`config.mk`:
```
export PLATFORM = sky130hd
export DESIGN_NAME = clk_div_multi
export DESIGN_NICKNAME = d
export VERILOG_FILES = /design/src/rtl/clk_div_pkg.sv /design/src/rtl/clk_div_channel.sv /design/src/rtl/clk_div_multi.sv
export SDC_FILE = /design/constraint.sdc
export NUM_CORES = 1
export LEC_CHECK = 0
export CORE_AREA = 2 2 173 175
export CTS_BUF_LIST = sky130_fd_sc_hd__clkbuf_4 sky130_fd_sc_hd__clkbuf_8
export DETAILED_ROUTE_END_ITERATION = 7
export DIE_AREA = 0 0 175 177
export PLACE_DENSITY = 0.82
export SLEW_MARGIN = 5
export SYNTH_ARGS = -nofsm -noshare
export SYNTH_HDL_FRONTEND = slang
export SYNTH_SLANG_ARGS = --single-unit
```
`constraint.sdc`:
```
create_clock -name clk -period 5.9 [get_ports clk]
set_input_delay 0.885 -clock clk [delete_from_list [all_inputs] [get_ports clk]]
set_output_delay 0.885 -clock clk [all_outputs]
set_load 0.05 [all_outputs]
```
`src/rtl/clk_div_pkg.sv`:
```
// ============================================================================
// Module      : clk_div_pkg
// Description : Shared types, constants and helpers for the multi-channel
//               clock divider.
// Revision    : 1.0 - initial release
// ============================================================================
`default_nettype none

package clk_div_pkg;

  localparam int DIV_WIDTH      = 16;
  localparam int MIN_ACTIVE_DIV = 2;

  typedef logic [DIV_WIDTH-1:0] div_t;

  // First counter value of the high phase; odd divisors give the extra cycle to high.
  function automatic logic [31:0] hi_start(input logic [31:0] d);
    return d >> 1;
  endfunction

endpackage

`default_nettype wire

```
`src/rtl/clk_div_channel.sv`:
```
// ============================================================================
// Module      : clk_div_channel
// Description : One divider channel: period counter, pending divisor and
//               registered square-wave / wrap-tick outputs.
// Revision    : 1.0 - initial release
// ============================================================================
`default_nettype none

module clk_div_channel
  import clk_div_pkg::*;
#(
  parameter int WIDTH       = 16,
  parameter int DEFAULT_DIV = 2
) (
  input  logic             clk,
  input  logic             reset_n,
  input  logic             i_en,
  input  logic             i_sync,
  input  logic             i_wr,
  input  logic [WIDTH-1:0] i_wr_div,
  output logic             o_clk_out,
  output logic             o_tick
);

  localparam logic [WIDTH-1:0] C_DEFAULT = WIDTH'(DEFAULT_DIV);
  localparam logic [WIDTH-1:0] C_MIN     = WIDTH'(MIN_ACTIVE_DIV);
  localparam logic [WIDTH-1:0] C_ONE     = WIDTH'(1);

  logic [WIDTH-1:0] r_cnt;
  logic [WIDTH-1:0] r_d_act;
  logic [WIDTH-1:0] r_d_pend;
  logic             r_pend_vld;
  logic             r_clk_out;
  logic             r_tick;

  logic             w_active;
  logic             w_wrap;
  logic             w_apply;
  logic             w_active_nxt;
  logic [WIDTH-1:0] w_cnt_nxt;
  logic [WIDTH-1:0] w_d_act_nxt;
  logic [WIDTH-1:0] w_d_pend_nxt;
  logic [WIDTH-1:0] w_hi_nxt;
  logic             w_pend_vld_nxt;
  logic             w_clk_nxt;
  logic             w_tick_nxt;

  always_comb begin
    w_active = (r_d_act >= C_MIN);
    w_wrap   = w_active && i_en && (r_cnt == (r_d_act - C_ONE));
    // A disabled channel has no period boundary, so its pending value goes in at once.
    w_apply  = i_sync || w_wrap || (!w_active && r_pend_vld);

    w_d_act_nxt = w_apply ? r_d_pend : r_d_act;

    if (w_apply || !w_active) begin
      w_cnt_nxt = '0;
    end else if (i_en) begin
      w_cnt_nxt = r_cnt + C_ONE;
    end else begin
      w_cnt_nxt = r_cnt;
    end

    // A write landing on a wrap cycle stays pending for the following boundary.
    w_d_pend_nxt   = i_wr ? i_wr_div : r_d_pend;
    w_pend_vld_nxt = i_wr ? 1'b1 : (w_apply ? 1'b0 : r_pend_vld);

    w_active_nxt = (w_d_act_nxt >= C_MIN);
    w_hi_nxt     = WIDTH'(hi_start(32'(w_d_act_nxt)));
    w_clk_nxt    = w_active_nxt && (w_cnt_nxt >= w_hi_nxt);
    w_tick_nxt   = w_active_nxt && i_en && !i_sync &&
                   (w_cnt_nxt == (w_d_act_nxt - C_ONE));
  end

  always_ff @(posedge clk or negedge reset_n) begin
    if (!reset_n) begin
      r_cnt      <= '0;
      r_d_act    <= C_DEFAULT;
      r_d_pend   <= C_DEFAULT;
      r_pend_vld <= 1'b0;
      r_clk_out  <= 1'b0;
      r_tick     <= 1'b0;
    end else begin
      r_cnt      <= w_cnt_nxt;
      r_d_act    <= w_d_act_nxt;
      r_d_pend   <= w_d_pend_nxt;
      r_pend_vld <= w_pend_vld_nxt;
      r_clk_out  <= w_clk_nxt;
      r_tick     <= w_tick_nxt;
    end
  end

  assign o_clk_out = r_clk_out;
  assign o_tick    = r_tick;

endmodule

`default_nettype wire

```
`src/rtl/clk_div_multi.sv`:
```
// ============================================================================
// Module      : clk_div_multi
// Description : N_CH independent programmable clock-enable dividers with
//               glitch-free divisor updates at period boundaries.
//               Optional macro CLK_DIV_SYNC_EN adds the `sync` phase-align input.
// Revision    : 1.0 - initial release
// ============================================================================
`default_nettype none

module clk_div_multi
  import clk_div_pkg::*;
#(
  parameter  int N_CH        = 4,
  parameter  int WIDTH       = 16,
  parameter  int DEFAULT_DIV = 2,
  localparam int CH_W        = (N_CH > 1) ? $clog2(N_CH) : 1
) (
  input  logic             clk,
  input  logic             reset_n,
`ifdef CLK_DIV_SYNC_EN
  input  logic             sync,
`endif
  input  logic             en,
  input  logic             wr_en,
  input  logic [CH_W-1:0]  wr_ch,
  input  logic [WIDTH-1:0] wr_div,
  output logic [N_CH-1:0]  clk_out,
  output logic [N_CH-1:0]  tick
);

  logic w_sync;
  logic w_wr_ok;

`ifdef CLK_DIV_SYNC_EN
  assign w_sync = sync;
`else
  assign w_sync = 1'b0;
`endif

  // Out-of-range channel numbers are dropped rather than aliased.
  assign w_wr_ok = wr_en && (int'(wr_ch) < N_CH);

  for (genvar c = 0; c < N_CH; c++) begin : g_ch
    logic w_wr;

    assign w_wr = w_wr_ok && (int'(wr_ch) == c);

    clk_div_channel #(
      .WIDTH       (WIDTH),
      .DEFAULT_DIV (DEFAULT_DIV)
    ) u_channel (
      .clk       (clk),
      .reset_n   (reset_n),
      .i_en      (en),
      .i_sync    (w_sync),
      .i_wr      (w_wr),
      .i_wr_div  (wr_div),
      .o_clk_out (clk_out[c]),
      .o_tick    (tick[c])
    );
  end

endmodule

`default_nettype wire

```
# == Word level (Yosys, flattened, before mapping) ==
# Cells that the tools add are included.
# totals
mem_bits_rw,0
output_inout_bits,8
memories,0
word_cells,124
rom_bits,0
regBits,204
input_bits,22
latch_bits,0
# classes
magnitude_cmp,12
shifts,0
n_mul,0
n_mux,20
n_eq_ne,11
bitwise,0
div_mod_pow,0
reduce_logical,45
addsub,12
# ops
cell,count
two-way mux 16 bit,12
== test 16 bit,8
"greater-or-equal comparator 16 x 2 -> 1 bit, second input constant",8
"subtractor 16 x 1 -> 16 bit, second input constant",8
"adder 16 x 1 -> 16 bit, second input constant",4
greater-or-equal comparator 16 x 15 -> 1 bit,4
logical AND 1 bit,28
logical OR 1 bit,8
two-way mux 1 bit,8
nonzero test 2 bit,4
"== test 2 bit, second input constant",2
logical NOT 1 bit,4
"== test 2 x 1 -> 1 bit, second input constant",1
logical NOT 2 bit,1

# == Depth between registers and ports, before layout ==
# depth
ltp_word,8
ltp_mapped,28

# == Hierarchy ==
# Synthesis repeated with hierarchy kept, for this count alone.
# hier_totals
cells_unflattened,1704
hier_area_um2,15787.6
# by_module_without_submodules
module,area_each_um2,instances,cells_per_inst
clk_div_channel at g_ch[0].u_channel ...,3957.5,3,435
clk_div_channel at g_ch[1].u_channel,3873.7,1,394
clk_div_multi,41.3,1,5

# == Worst setup path after synthesis ==
# OpenSTA, ideal clock, no wires.
# synth_timing
path_kind,flip-flop to flip-flop
start,register g_ch[0].u_channel.r_d_act[0]
end,register g_ch[0].u_channel.r_clk_out
synth_period_minus_slack_ns,5.637
setup_slack_ns,0.263
setup_time_ns,0.129
arrival_time_ns,5.508
required_ns,5.771
stages_incl_launch_ff,29
cell_sequence,dfrtp_1 inv_1 ha_1 or3b_2 clkbuf_1 o21a_1 or3_1 a221oi_1 and4_1 a21o_1 buf_2 buf_4 buf_1 nand2_1 a21boi_0 inv_1 ha_1 nand2b_1 a21o_1 a21o_1 a21o_1 a21o_1 a21o_1 a21o_1 a21o_1 a211oi_1 o21ai_0 o211ai_1 a21oi_1
# synth_lines
item,line,source
start: declaration,clk_div_channel.sv:30,logic [WIDTH-1:0] r_d_act;
start signal: assignment,clk_div_channel.sv:85,r_d_act <= w_d_act_nxt;
subtractor 16 x 1 -> 16 bit or greater-or-equal comparator 16 x 2 -> 1 bit (tied branches),"clk_div_channel.sv:50, clk_div_channel.sv:49",
"== test 16 bit, or another cell as far along",clk_div_channel.sv:50,w_wrap = w_active && i_en && (r_cnt == (r_d_act - C_ONE));
logical AND 1 bit (on tied branches),"clk_div_channel.sv:50, clk_div_channel.sv:52",
logical OR 1 bit (*),clk_div_channel.sv:52,w_apply = i_sync || w_wrap || (!w_active && r_pend_vld);
two-way mux 16 bit (*),clk_div_channel.sv:54,w_d_act_nxt = w_apply ? r_d_pend : r_d_act;
via g_ch[0].u_channel.w_d_act_nxt[1],clk_div_channel.sv:41,logic [WIDTH-1:0] w_d_act_nxt;
greater-or-equal comparator 16 x 2 -> 1 bit or greater-or-equal comparator 16 x 15 -> 1 bit (tied branches),"clk_div_channel.sv:68, clk_div_channel.sv:70",
logical AND 1 bit (*),clk_div_channel.sv:70,w_clk_nxt = w_active_nxt && (w_cnt_nxt >= w_hi_nxt);
via g_ch[0].u_channel.w_clk_nxt,clk_div_channel.sv:45,logic w_clk_nxt;
end signal: assignment,clk_div_channel.sv:88,r_clk_out <= w_clk_nxt;
end: declaration,clk_div_channel.sv:33,logic r_clk_out;
# The timed path passes the listed nets; every way through them passes the cells marked *.
# A chain may end at the register's enable or synchronous reset.

# == Worst setup path after layout ==
# layout_timing
start,register g_ch[2].u_channel.r_d_act[0]
end,register g_ch[2].u_channel.r_clk_out
# layout_between
elab_chain_cells,8
# layout_rtl
item,line,source
start: declaration,clk_div_channel.sv:30,
start signal: assignment,clk_div_channel.sv:85,
subtractor 16 x 1 -> 16 bit or greater-or-equal comparator 16 x 2 -> 1 bit (tied branches),"clk_div_channel.sv:50, clk_div_channel.sv:49",
"== test 16 bit, or another cell as far along",clk_div_channel.sv:50,
logical AND 1 bit (on tied branches),"clk_div_channel.sv:50, clk_div_channel.sv:52",
logical OR 1 bit,clk_div_channel.sv:52,
logical OR 1 bit,clk_div_channel.sv:56,if (w_apply || !w_active) begin
two-way mux 16 bit,clk_div_channel.sv:56,
greater-or-equal comparator 16 x 15 -> 1 bit,clk_div_channel.sv:70,
logical AND 1 bit (*),clk_div_channel.sv:70,
via g_ch[2].u_channel.w_clk_nxt,clk_div_channel.sv:45,
end signal: assignment,clk_div_channel.sv:88,
end: declaration,clk_div_channel.sv:33,
# Marks and branches as above.

==> impl_metrics.py <==
metrics = {
    "synthesis": {
        "synth-async-reset-ratio": 1.00,
        "synthXorXnorAreaFrac": 0.106,
        "syn-cell-area_mm2": 0.0157,
        "synthSimpleGateAreaFrac": 0.212,
        "synth-compound-area-share": 0.133,
        "synth_ff_type": "dfrtp_1",
        "ys_types": 91,
        "syn_area_per_cell_um2": 8.85,
        "syn_inst": 1776,
        "seq_area_frac_synth": 0.325,
        "synth_edf_count": 0,
        "synthAdderAreaFrac": 0.0637,
        "synth_top_family_by_area": "simple AND/OR/NAND/NOR gates",
        "synth.area.mux_share": 0.108,
        "synth_nets": 1878,
        "synth_warnings": 0,
        "synth_seq_cells": 204,
    },
    "die": {
        "dieArea_mm2": 0.0310,
        "pin_count": 30,
        "core_mm2": 0.0292,
        "dieWidth_um": 175,
        "die_h_um": 177,
        "rows": 63,
        "start_util": 0.538,
    },
    "run_status": {
        "status": "complete, no violations",
    },
    "cts": {
        "cts_buffers": 35,
        "cts_hold_buffers": 0,
        "cts_max_level": 2,
        "cts_root_buffer": "clkbuf_8",
        "post_cts_buffers": 0,
        "ctsResizeCount": 0,
        "cts.clk_slew.worst_paths_ps": 60,
        "cts_tree": "yes",
        "cts_sinks": 204,
        "clkLatencyLatePin_ps": 540,
        "clk_path_buf_depth": 3,
    },
    "sta": {
        "tns_ps": 0,
        "fmax_ghz": 0.181,
        "clock-skew-final_ps": 28.8,
        "min_period_ps": 5540,
        "min_period_over_period": 0.939,
        "rsz0062_at_grt": "no",
        "finalSetupViolations": 0,
        "timing.final.hold_violations": 0,
        "worstMarginPinSlew_ps": 1290,
        "slew_headroom": 0.134,
        "drv_slew": 0,
    },
    "cells_and_area": {
        "fill_cells": 2487,
        "final_cell_mix": "dfrtp_1 (196), nor2_1 (184), xnor2_1 (105), nand2_1 (105), inv_1 (100)",
        "drive_above_1_share": 0.119,
        "fin_cells": 2191,
        "final_common_cell": "dfrtp_1",
        "layout-area-overhead-vs-synth_pct": 8.70,
        "multiInputGateArea_mm2": 0.00980,
        "final_nets": 1878,
        "area.sequential_mm2": 0.00511,
        "fin_util": 0.584,
        "antenna_cells": 0,
    },
    "route": {
        "drt_wl_total_um": 43300,
        "num_vias": 13669,
        "drt-initial-drc-count": 1486,
        "ant_nets": 0,
        "dr.pass1.iters": 6,
        "drc_errors": 0,
        "vias_per_cell": 6.24,
        "wl_per_cell_um": 19.8,
    },
    "placement": {
        "numPortBuffers": 29,
        "dp.cells": 2129,
        "gp_congestion": 0.979,
        "dp_hpwl_um": 32600,
    },
    "power": {
        "power_density_mw_per_mm2": 439,
        "vdd_drop_max_mv": 0.174,
        "p_leak_nw": 7.80,
    },
    "global_routing": {
        "grt_use_total": 0.279,
        "overflow": 0,
        "grt_pass1_vias": 13171,
        "grt_max_degree": 106,
        "grt_pass1_wl_um": 69500,
        "antenna_found_initial": 0,
    },
    "flow_run": {
        "cap_viol_max_count": 0,
    },
    "worst_setup_path": {
        "crit_slowest_cell": "or4_4",
        "worstSetupPathType": "register to register",
        "cpMostUsedCell": "a21o_1",
        "startpoint": "g_ch[2].u_channel.r_d_act[0]$_DFF_PN0_",
        "worstPathMaxFanout": 27,
        "path_cells": "inv_1 -> ha_1 -> nor3b_1 -> a31oi_1 -> nor3_1 -> nand4_1 -> or4_4 -> o21ai_2 -> buf_4 -> a22oi_1 -> ha_1 -> a21o_1 -> a21o_1 -> a21o_1 -> a21o_1 -> a21o_1 -> a21o_1 -> a21o_1 -> a21oi_1 -> o21ai_0 -> a2111o_1 -> o311a_1",
        "slowest_delay_ps": 570,
        "cp-end-kind": "register",
        "critPathTopFamily": "compound AO/OA/AOI/OAI gates",
        "critical_path_required_ps": 6310,
        "reg2reg_from": "g_ch[2].u_channel.r_d_act[0]$_DFF_PN0_",
        "critical_path_buf_inv_count": 2,
        "critPathLaunchType": "register",
        "arrival_ps": 5950,
    },
    "min_path": {
        "min_path_type": "primary input to async pin",
    },
}
[per-stage QoR]
step,worst slack [ps],hold slack (ps),total power (W),area [µm²]
4_1_cts,414,452,0.00742,17100
3_5_place_dp,61.2,497,0.00597,16300
2_1_floorplan,263,465,0.00501,15700
6_report,361,414,0.00750,17100
3_3_place_gp,200,490,0.00584,16300
5_1_grt,7.61,494,0.00801,17100
[cell families (layout without fill, tap and decap cells)]
| logic type | count (synthesis) | after routing |
|---|---|---|
| muxes | 159 | 159 |
| AOI/OAI and AO/OA | 310 | 310 |
| DFF | 204 | 204 |
| buffers and inverters | 195 | 220 |
| and+or+nand+nor | 639 | 639 |
| adders and majority gates | 80 | 80 |
| xor gates and xnor gates | 189 | 189 |
[area by class of cell]
class                      instances  area share
inverter                         101      0.0222
sequential                       204       0.299
timing repair buffer              57      0.0310
clock buffer                      53      0.0394
tap                              390      0.0286
clock inverter                     9     0.00615
multi-input combinational       1377       0.573
[cell usage after synthesis (7+ instances only)]
library cell | number | area [µm²]
dfrtp_1 | 196 | 4900
nor2_1 | 184 | 691
nand2_1 | 105 | 394
xnor2_1 | 105 | 920
inv_1 | 100 | 375
xor2_1 | 83 | 727
ha_1 | 80 | 1000
mux2_2 | 80 | 901
a21oi_1 | 77 | 385
mux2i_1 | 77 | 771
clkbuf_1 | 69 | 259
nor3_1 | 68 | 340
nand3_1 | 52 | 260
a21o_1 | 43 | 323
o21ai_0 | 39 | 195
nand4_1 | 31 | 194
and3_1 | 25 | 156
nor4_1 | 24 | 150
o22ai_1 | 22 | 138
or3_1 | 22 | 138
or4_1 | 22 | 165
a211oi_1 | 17 | 128
nand2b_1 | 16 | 100
o211ai_1 | 12 | 90.1
a31oi_1 | 11 | 68.8
a21boi_0 | 10 | 75.1
buf_2 | 10 | 50.1
and4_1 | 9 | 78.8
buf_4 | 9 | 67.6
nand3b_1 | 9 | 67.6
nor2b_1 | 9 | 56.3
nor3b_1 | 9 | 67.6
dfstp_2 | 8 | 210
o31ai_1 | 8 | 60.1
and2_1 | 7 | 43.8
nand4b_1 | 7 | 61.3
o21ai_1 | 7 | 35.0
[sequential cells by signal, indices dropped and copies added, names as in the netlist]
signal / cells
g_ch.u_channel.o_clk_out: 4
g_ch.u_channel.r_cnt: 64
g_ch.u_channel.r_d_act: 64
g_ch.u_channel.r_d_pend: 64
g_ch.u_channel.o_tick: 4
g_ch.u_channel.r_pend_vld: 4
[metal layers]
metal,vias to the layer above,part of all wire,GRT usage
li1,6354,-,-
met1,6563,0.42,0.378
met2,646,0.46,0.449
met3,106,0.080,0.0374
met4,0,0.039,0.120
met5,-,0,0
[power breakdown]
group	switching (W)	total (W)	internal [W]
logic	0.00207	0.00371	0.00164
clock network	0.000613	0.00143	0.000822
registers	0.000621	0.00235	0.00173
[final timing paths]
kind | to | slack (ps) | cells after the start
max in group asynchronous | g_ch[0].u_channel.r_cnt[5]$_DFF_PN0_ | 4410 | 2
min reg2reg | g_ch[3].u_channel.r_d_pend[14]$_DFFE_PN0P_ | 510 | 1
max reg2reg | g_ch[2].u_channel.o_clk_out$_DFF_PN0_ | 360 | 22
max | g_ch[2].u_channel.o_clk_out$_DFF_PN0_ | 360 | 22
min | g_ch[2].u_channel.r_cnt[13]$_DFF_PN0_ | 410 | 1
min in group clk | g_ch[3].u_channel.r_d_pend[14]$_DFFE_PN0P_ | 510 | 1
Power figures use the tool's default switching activity.
